===== src/rtl/dmem_portb_arbiter_pkg.sv =====
// Shared types and constants for the dmem port-B arbiter.
package dmem_portb_arbiter_pkg;

    localparam int DMEM_ADDR_W = 12;
    localparam int DMEM_DATA_W = 32;

    typedef enum logic [1:0] {
        GNT_NONE = 2'd0,
        GNT_RD   = 2'd1,
        GNT_WR   = 2'd2
    } grant_t;

endpackage


===== src/rtl/dmem_portb_arbiter_arb_wr_fifo.sv =====
// Synchronous write buffer for keyboard writes; push and pop may share a cycle.
module arb_wr_fifo #(
    parameter int WIDTH = 44,
    parameter int DEPTH = 4
) (
    input  logic                     clock,
    input  logic                     reset,
    input  logic                     push,
    input  logic                     pop,
    input  logic [WIDTH-1:0]         din,
    output logic [WIDTH-1:0]         head,
    output logic [$clog2(DEPTH):0]   count,
    output logic                     full,
    output logic                     empty
);
    localparam int PTR_W = $clog2(DEPTH);

    logic [WIDTH-1:0] mem [DEPTH];
    logic [PTR_W-1:0] rd_ptr;
    logic [PTR_W-1:0] wr_ptr;
    logic [PTR_W:0]   cnt;

    always_ff @(posedge clock) begin
        if (push) begin
            mem[wr_ptr] <= din;
        end
    end

    always_ff @(posedge clock) begin
        if (reset) begin
            rd_ptr <= '0;
            wr_ptr <= '0;
            cnt    <= '0;
        end else begin
            if (push) begin
                wr_ptr <= wr_ptr + 1'b1;
            end
            if (pop) begin
                rd_ptr <= rd_ptr + 1'b1;
            end
            if (push && !pop) begin
                cnt <= cnt + 1'b1;
            end else if (pop && !push) begin
                cnt <= cnt - 1'b1;
            end
        end
    end

    assign head  = mem[rd_ptr];
    assign count = cnt;
    assign full  = (cnt == (PTR_W+1)'(DEPTH));
    assign empty = (cnt == '0);

endmodule


===== src/rtl/dmem_portb_arbiter.sv =====
// Cycle-level arbiter sharing dmem port B between buffered keyboard writes and VGA reads.
// Define ARB_STATS_EN to build the saturating VGA stall counter on stat_stalls.
//
// grant    | meaning
// GNT_NONE | port idle, address/data hold last value
// GNT_RD   | VGA read, data returned next cycle
// GNT_WR   | FIFO head written to dmem, VGA stalled
module dmem_portb_arbiter
    import dmem_portb_arbiter_pkg::*;
#(
    parameter int ADDR_W     = DMEM_ADDR_W,
    parameter int DATA_W     = DMEM_DATA_W,
    parameter int FIFO_DEPTH = 4,
    parameter int MAX_WAIT   = 64
) (
    input  logic                          clock,
    input  logic                          reset,
    input  logic                          kb_wr_req,
    input  logic [ADDR_W-1:0]             kb_wr_addr,
    input  logic [DATA_W-1:0]             kb_wr_data,
    output logic                          kb_wr_ready,
    output logic                          kb_overflow,
    input  logic                          vga_rd_req,
    input  logic [ADDR_W-1:0]             vga_rd_addr,
    input  logic                          vga_blank,
    output logic                          vga_rd_stall,
    output logic                          vga_rd_valid,
    output logic [DATA_W-1:0]             vga_rd_data,
    output logic [ADDR_W-1:0]             mem_address,
    output logic [DATA_W-1:0]             mem_data,
    output logic                          mem_wren,
    input  logic [DATA_W-1:0]             mem_q,
    output logic [$clog2(FIFO_DEPTH):0]   fifo_count,
    output logic [15:0]                   stat_stalls
);
    localparam int EW = ADDR_W + DATA_W;
    localparam int SW = $clog2(MAX_WAIT + 1);

    grant_t            grant;
    logic              push;
    logic              pop;
    logic              fifo_full;
    logic              fifo_empty;
    logic [EW-1:0]     head;
    logic [SW-1:0]     starve_cnt;
    logic [ADDR_W-1:0] addr_q;
    logic [DATA_W-1:0] data_q;
    logic              rd_pending;

    assign kb_wr_ready = !fifo_full;
    assign push        = !reset && kb_wr_req && kb_wr_ready;
    assign pop         = (grant == GNT_WR);

    arb_wr_fifo #(
        .WIDTH (EW),
        .DEPTH (FIFO_DEPTH)
    ) u_wr_fifo (
        .clock (clock),
        .reset (reset),
        .push  (push),
        .pop   (pop),
        .din   ({kb_wr_addr, kb_wr_data}),
        .head  (head),
        .count (fifo_count),
        .full  (fifo_full),
        .empty (fifo_empty)
    );

    always_comb begin
        grant       = GNT_NONE;
        mem_address = addr_q;
        mem_data    = data_q;
        if (reset) begin
            grant = GNT_NONE;
        end else if (!fifo_empty &&
                     (!vga_rd_req || vga_blank || starve_cnt == SW'(MAX_WAIT))) begin
            grant = GNT_WR;
        end else if (vga_rd_req) begin
            grant = GNT_RD;
        end
        case (grant)
            GNT_WR: begin
                mem_address = head[EW-1:DATA_W];
                mem_data    = head[DATA_W-1:0];
            end
            GNT_RD:  mem_address = vga_rd_addr;
            default: ;
        endcase
        if (reset) begin
            mem_address = '0;
            mem_data    = '0;
        end
    end

    assign mem_wren     = (grant == GNT_WR);
    assign vga_rd_stall = (grant == GNT_WR) && vga_rd_req;
    assign vga_rd_valid = rd_pending;
    assign vga_rd_data  = rd_pending ? mem_q : '0;

    always_ff @(posedge clock) begin
        if (reset) begin
            starve_cnt  <= '0;
            rd_pending  <= 1'b0;
            kb_overflow <= 1'b0;
            addr_q      <= '0;
            data_q      <= '0;
        end else begin
            rd_pending <= (grant == GNT_RD);
            addr_q     <= mem_address;
            data_q     <= mem_data;
            if (kb_wr_req && !kb_wr_ready) begin
                kb_overflow <= 1'b1;
            end
            // Starvation guard only runs while a write is waiting and being denied.
            if (fifo_empty || grant == GNT_WR) begin
                starve_cnt <= '0;
            end else if (starve_cnt != SW'(MAX_WAIT)) begin
                starve_cnt <= starve_cnt + 1'b1;
            end
        end
    end

`ifdef ARB_STATS_EN
    logic [15:0] stall_cnt;

    always_ff @(posedge clock) begin
        if (reset) begin
            stall_cnt <= '0;
        end else if (vga_rd_stall && stall_cnt != 16'hFFFF) begin
            stall_cnt <= stall_cnt + 1'b1;
        end
    end

    assign stat_stalls = stall_cnt;
`else
    assign stat_stalls = '0;
`endif

endmodule


===== config.mk =====
export PLATFORM = sky130hd
export DESIGN_NAME = dmem_portb_arbiter
export DESIGN_NICKNAME = d
export VERILOG_FILES = /design/src/rtl/dmem_portb_arbiter_pkg.sv /design/src/rtl/dmem_portb_arbiter_arb_wr_fifo.sv /design/src/rtl/dmem_portb_arbiter.sv
export SDC_FILE = /design/constraint.sdc
export NUM_CORES = 1
export LEC_CHECK = 0
export BUFFER_PORTS_ARGS = -buffer_cell sky130_fd_sc_hd__buf_2
export CAP_MARGIN = 20
export CORE_ASPECT_RATIO = 0.6
export CORE_MARGIN = 2
export CORE_UTILIZATION = 55
export DETAILED_ROUTE_END_ITERATION = 12
export PLACE_DENSITY = 0.85
export SETUP_SLACK_MARGIN = 0.05
export SLEW_MARGIN = 20
export SYNTH_ARGS = -nofsm -noshare
export SYNTH_HDL_FRONTEND = slang
export SYNTH_SLANG_ARGS = --single-unit

===== constraint.sdc =====
create_clock -name clock -period 4.6 [get_ports clock]
set_clock_uncertainty 0.1 [all_clocks]
set_input_delay 0.23 -clock clock [delete_from_list [all_inputs] [get_ports clock]]
set_output_delay 0.23 -clock clock [all_outputs]
set_load 0.01 [all_outputs]

# [After elaboration in Yosys (flattened, before gate mapping)]
# Memories as Yosys holds them, arrays and structs flattened. A register that Yosys moved wholly into a read port is not among the register bits.
# Index checks and enable logic that the tools add are counted.
[classes] reduce_logical=19 n_mul=0 n_mux=14 n_shift=0 eq_ne=5 addsub=5 bitwise=0 div_mod_pow=0 order_cmp=0
[op_table] op="$mux 32" n=3
[op_table] op="$pmux 12 s2" n=1
[op_table] op="$mux 12" n=1
[op_table] op="$mux 2" n=4
[op_table] op="$add 7x1->7 const B" n=1
[op_table] op="$eq 7x7->1 const B" n=1
[op_table] op="$logic_and 1x1->1" n=7
[op_table] op="$ne 7x7->1 const B" n=1
[op_table] op="$logic_not 1->1" n=6
[op_table] op="$mux 3" n=2
[op_table] op="$add 2x1->2 const B" n=2
[op_table] op="$add 3x1->3 const B" n=1
[op_table] op="$eq 3x3->1 const B" n=1
[op_table] op="$logic_not 3->1" n=1
[op_table] op="$logic_or 1x1->1" n=3
[op_table] op="$mux 1" n=3
[op_table] op="$sub 3x1->3 const B" n=1
[op_table] op="$eq 2x1->1 const B" n=1
[op_table] op="$eq 2x2->1 const B" n=1
[op_table] op="$reduce_bool 2->1" n=1
[op_table] op="$reduce_or 2->1" n=1
[word_totals] mem_bits_ro=0 mem_count=1 regBits=60 output_inout_bits=100 mem_bits_rw=176 word_cells=52 latchBits=0
[mem_list] memory="u_wr_fifo.mem" words=4 word_bits=44 rd=1 rd_ports_with_merged_regs=1 write_ports=1 line_no="dmem_portb_arbiter_arb_wr_fifo.sv:18" rtl="logic [WIDTH-1:0] mem [DEPTH];"

# [Logic depth before layout (Yosys ltp)]
[logic_depth] word_depth=10 depth_mapped=12 depth_no_buf=12

# [By module]
# Synthesis repeated with hierarchy kept, for this count alone.
[hier_totals] hier_cells=590 hier_area_um2=9504.1
[modules_own_cells] mod="arb_wr_fifo" cells_each=274 area_each_um2=6836.6 seq_area_each_um2=5465.2 n_inst=1
[modules_own_cells] mod="dmem_portb_arbiter" cells_each=316 area_each_um2=2667.6 seq_area_each_um2=1061.0 n_inst=1

# [Least setup slack after synthesis]
# Ideal clock, no wire load.
[synth_timing] path_kind="reg-to-reg" startpoint="reg starve_cnt[0]" endpoint="reg u_wr_fifo.cnt[2] (netlist: u_wr_fifo.count[2])" stages_incl_launch_ff=13 path_slack_ns=1.847 arrival_ns=2.583 required_time_ns=4.429 n_path_buf=0 synth_period_minus_slack_ns=2.753 cell_sequence="dfxtp_1 inv_1 ha_1 a31oi_1 a211oi_1 ha_1 inv_1 ha_1 inv_1 fa_1 xor2_1 or3_1 a21oi_1"
[synth_via] elab_chain_cells=9 word_cells_on_any_way=11 cone_classes="eq/ne (2); mux (3); reduce/logical (6)"
[synth_lines] item="start: declaration" line_no="dmem_portb_arbiter.sv:45" rtl="logic [SW-1:0] starve_cnt;"
[synth_lines] item="start signal: assignment" line_no="dmem_portb_arbiter.sv:118" rtl="starve_cnt <= starve_cnt + 1'b1;"
[synth_lines] item="$eq 7x7->1 *" line_no="dmem_portb_arbiter.sv:76" rtl="(!vga_rd_req || vga_blank || starve_cnt == SW'(MAX_WAIT))) begin"
[synth_lines] item="$logic_or 1x1->1 *" line_no="dmem_portb_arbiter.sv:76"
[synth_lines] item="$logic_and 1x1->1 *" line_no="dmem_portb_arbiter.sv:75" rtl="end else if (!fifo_empty &&"
[synth_lines] item="$mux 2 *" line_no="dmem_portb_arbiter.sv:75"
[synth_lines] item="$mux 2 *" line_no="dmem_portb_arbiter.sv:73" rtl="if (reset) begin"
[synth_lines] item="$eq 2x2->1 *"
[synth_lines] item="net mem_wren" line_no="dmem_portb_arbiter.sv:31" rtl="output logic mem_wren,"
[synth_lines] item="$logic_not 1->1" line_no="dmem_portb_arbiter_arb_wr_fifo.sv:41" rtl="if (push && !pop) begin"
[synth_lines] item="$logic_and 1x1->1" line_no="dmem_portb_arbiter_arb_wr_fifo.sv:41"
[synth_lines] item="$mux 3 or $reduce_bool 2->1 (tied branches)"
[synth_lines] item="end signal: assignment" line_no="dmem_portb_arbiter_arb_wr_fifo.sv:42" rtl="cnt <= cnt + 1'b1;"
[synth_lines] item="end signal: assignment" line_no="dmem_portb_arbiter_arb_wr_fifo.sv:44" rtl="cnt <= cnt - 1'b1;"
[synth_lines] item="end: declaration" line_no="dmem_portb_arbiter_arb_wr_fifo.sv:21" rtl="logic [PTR_W:0] cnt;"
# Mark *: on every way through the listed nets, which the timed path passes. The rest lies on a longest branch.
# A chain may end at the register's enable or synchronous reset.

# [Final worst setup path]
[layout_timing] startpoint="reg starve_cnt[2]" endpoint="out mem_data[4]"
[layout_via] elab_chain_cells=8
[layout_lines] item="$eq 7x7->1" line_no="dmem_portb_arbiter.sv:76"
[layout_lines] item="$logic_or 1x1->1" line_no="dmem_portb_arbiter.sv:76"
[layout_lines] item="$logic_and 1x1->1" line_no="dmem_portb_arbiter.sv:75"
[layout_lines] item="$mux 2" line_no="dmem_portb_arbiter.sv:75"
[layout_lines] item="$mux 2" line_no="dmem_portb_arbiter.sv:73"
[layout_lines] item="$eq 2x2->1" line_no="dmem_portb_arbiter.sv:81" rtl="case (grant)"
[layout_lines] item="$mux 32" line_no="dmem_portb_arbiter.sv:81"
[layout_lines] item="$mux 32" line_no="dmem_portb_arbiter.sv:89" rtl="if (reset) begin"
[layout_lines] item="end: declaration" line_no="dmem_portb_arbiter.sv:30" rtl="output logic [DATA_W-1:0] mem_data,"
# No other way between the ends.

==> qor.yml <==
cp.required_ps: 4270
die_x_um: 174
clock_sinks: 238
postSynth.asyncResetShare: 0
path_cells: "nor4_1 -> a31oi_1 -> a211oi_1 -> ha_1 -> inv_1 -> nor2_4 -> buf_12 -> a22o_1 -> buf_2"
cts_buffer_depth: 3
post-route-period-util: 0.870
ys_seq_area_frac: 0.684
ctsResizeCount: 0
synth_area_um2: 9540
whs_path_depth: 4
grt_pass1_wl_mm: 32.6
yosys_warnings: 0
dp_slack_ps: 1270
power_leakage_nw: 4.48
clock_latency_ps: 510
ant_nets: 0
ctsHtreeMaxLevel: 1
dieArea_um2: 18500
critical-path-max-stage-delay_ps: 620
avgSynthCellArea_um2: 15.8
grt_max_degree: 67
cts.clk_slew.worst_paths_ps: 60
drive_gt1_frac: 0.310
drc: 0
grt_pass1_vias: 6078
synth_commonest_cells: "176 x edfxtp_1, 64 x a22o_1, 62 x dfxtp_1, 37 x and2_1, 32 x mux4_2"
post-dp-hpwl_mm: 12.8
start_kind: "flop"
ir_worst_vdd_uv: 352
slew_headroom: 0.392
antenna_found_initial: 2
worst-path-max-fanout: 33
hold_viol_final: 0
rsz0062_at_grt: "no"
grtUsageTotal: 0.226
drv_slew: 0
grt-ovfl-total: 0
area_delta_synth_final_pct: 24.5
synth_area_leaders: "edfxtp_1 55%, dfxtp_1 13%, mux4_2 7.6%"
num-nets-final: 931
crit_path_end_kind: "output port"
synth_edf_count: 176
cts_root_buffer: "clkbuf_16"
setup_violations: 0
power_mw: 5.74
yosysMostFrequentCell: "edfxtp_1"
globalplace.congestion: 0.819
worst_slack_ps: 599
drt-pass1-iter-count: 5
cp_slowest_cell: "nor2_4"
synth_top_cell_area_share: 0.554
ys.flop_type: "edfxtp_1"
status: "finished clean"
r2r_cells: 12
wl_met1_mm: 9.02
num_vias: 6026
fin_area_um2: 11900
start_util: 0.559
ios: 193
dr_wl_met3_mm: 1.26
vias_per_cell: 5.59
numCtsBuffers: 22
tightestPinTransition_ps: 912
top_layer: "met5"
max-cap-violations: 0
io_buffer_count: 176
fmax_mhz: 250
holdWs_ps: 24.8
setup.worst_path.class: "flop to output port"
synthCells: 602
routedWlPerCell_um: 19.5
finalCriticalPeriod_ps: 4000
synth_top_area_cell: "edfxtp_1"
wl_met2_mm: 10.3
synth_cell_type_count: 36
ys_ff_latch: 238
placed_cell_area_um2: 10600
tns_ps: 0
die_h_um: 106
drtIter0Drc: 509
core_um2: 17100
min_path_type: "primary input to flop"
drt-total-wl_mm: 21.0
rows: 37
cts_tree: "done"
power_density_nw_per_um2: 483
arrival_ps: 3670
==> metrics by stage <==
step,cells,util
floorplan,617,-
finish,1078,0.696
detailed placement,983,0.619
global route,1078,0.696
global placement,983,0.619
CTS,1077,0.695
==> final timing paths <==
check | slack (ps) | startpoint | to
worst max-delay path | 600 | starve_cnt[2] | mem_data[4]
worst min-delay path | 20 | vga_rd_addr[4] | addr_q[4]
worst max register to register | 1360 | starve_cnt[0] | u_wr_fifo.count[2]
worst min register to register | 370 | kb_overflow | kb_overflow
==> worst max-delay path, delay by kind of cell, from the launching register on <==
family / cells / cell delay, ps
AND/OR/NAND/NOR: 2 / 1070
AO/OA/AOI/OAI: 3 / 710
buffers and inverters: 3 / 570
adder cells (fa/ha/maj): 1 / 430
flip-flops: 1 / 360
==> registers in the layout, indices dropped and copies added, names as in the netlist, named ones only <==
name,cells
u_wr_fifo.mem,176
data_q,32
kb_overflow,1
starve_cnt,7
vga_rd_valid,1
addr_q,12
u_wr_fifo.count,3
u_wr_fifo.wr_ptr,2
u_wr_fifo.rd_ptr,2
==> report_power, final <==
part	leakage [nW]	internal [mW]	total [mW]	switching (mW)
Sequential	2.10	2.54	2.68	0.145
Clock	0.370	1.08	1.84	0.763
Combinational	2.01	0.561	1.21	0.653
==> placed cells by master, fill, tap and decap left out, types with 3 or more instances in the layout <==
master,synthesis,routed
inv_1,20,20
o21a_1,25,25
clkbuf_16,0,22
or3_1,5,5
buf_4,18,7
a21oi_1,19,19
edfxtp_1,176,176
o221ai_1,12,12
ha_1,9,8
and2_4,0,4
dfxtp_1,62,60
and2_1,37,33
nand3_1,4,4
mux2i_1,25,25
nor3_1,4,4
mux4_2,32,32
nor2_1,10,9
a22o_1,64,64
clkinv_2,0,3
clkbuf_1,15,3
clkbuf_8,0,5
nand2_1,18,18
conb_1,1,16
dlygate4sd3_1,0,55
o21ai_0,7,7
xor2_1,5,5
buf_2,13,176
==> layer usage <==
| metal | vias up | track usage |
|---|---|---|
| li1 | 2753 | - |
| met1 | 2980 | 0.304 |
| met2 | 250 | 0.386 |
| met3 | 41 | 0.0454 |
| met4 | 2 | 0.0474 |
| met5 | - | 0 |
==> final cells by class <==
type,count,area [µm²]
well taps,234,293
clock inverters,9,118
multi-input cells,307,2730
fillers,1088,5200
flip-flops and latches,238,6530
repair buffers,239,1500
clock buffers,30,631
inverters,20,75.1
diodes,1,2.50
==> logic make-up (layout without fill, tap and decap cells) <==
| group | Yosys count | after routing | share of synthesized area |
|---|---|---|---|
| adders and majority gates | 10 | 10 | 0.0139 |
| buffers and inverters | 72 | 298 | 0.0387 |
| xor gates and xnor gates | 7 | 7 | 0.00643 |
| and+or+nand+nor | 85 | 85 | 0.0480 |
| other | 1 | 17 | 0.000393 |
| DFF | 238 | 238 | 0.684 |
| muxes | 57 | 57 | 0.102 |
| AOI/OAI and AO/OA | 132 | 132 | 0.107 |
==> what timing repair did <==
action,4_1_cts,5_1_grt
hold endpoints to repair,189,0
endpoints found under the setup margin,0,0
setup buffers,0,0
hold buffers,55,0
(Power assumes the default switching activity.)
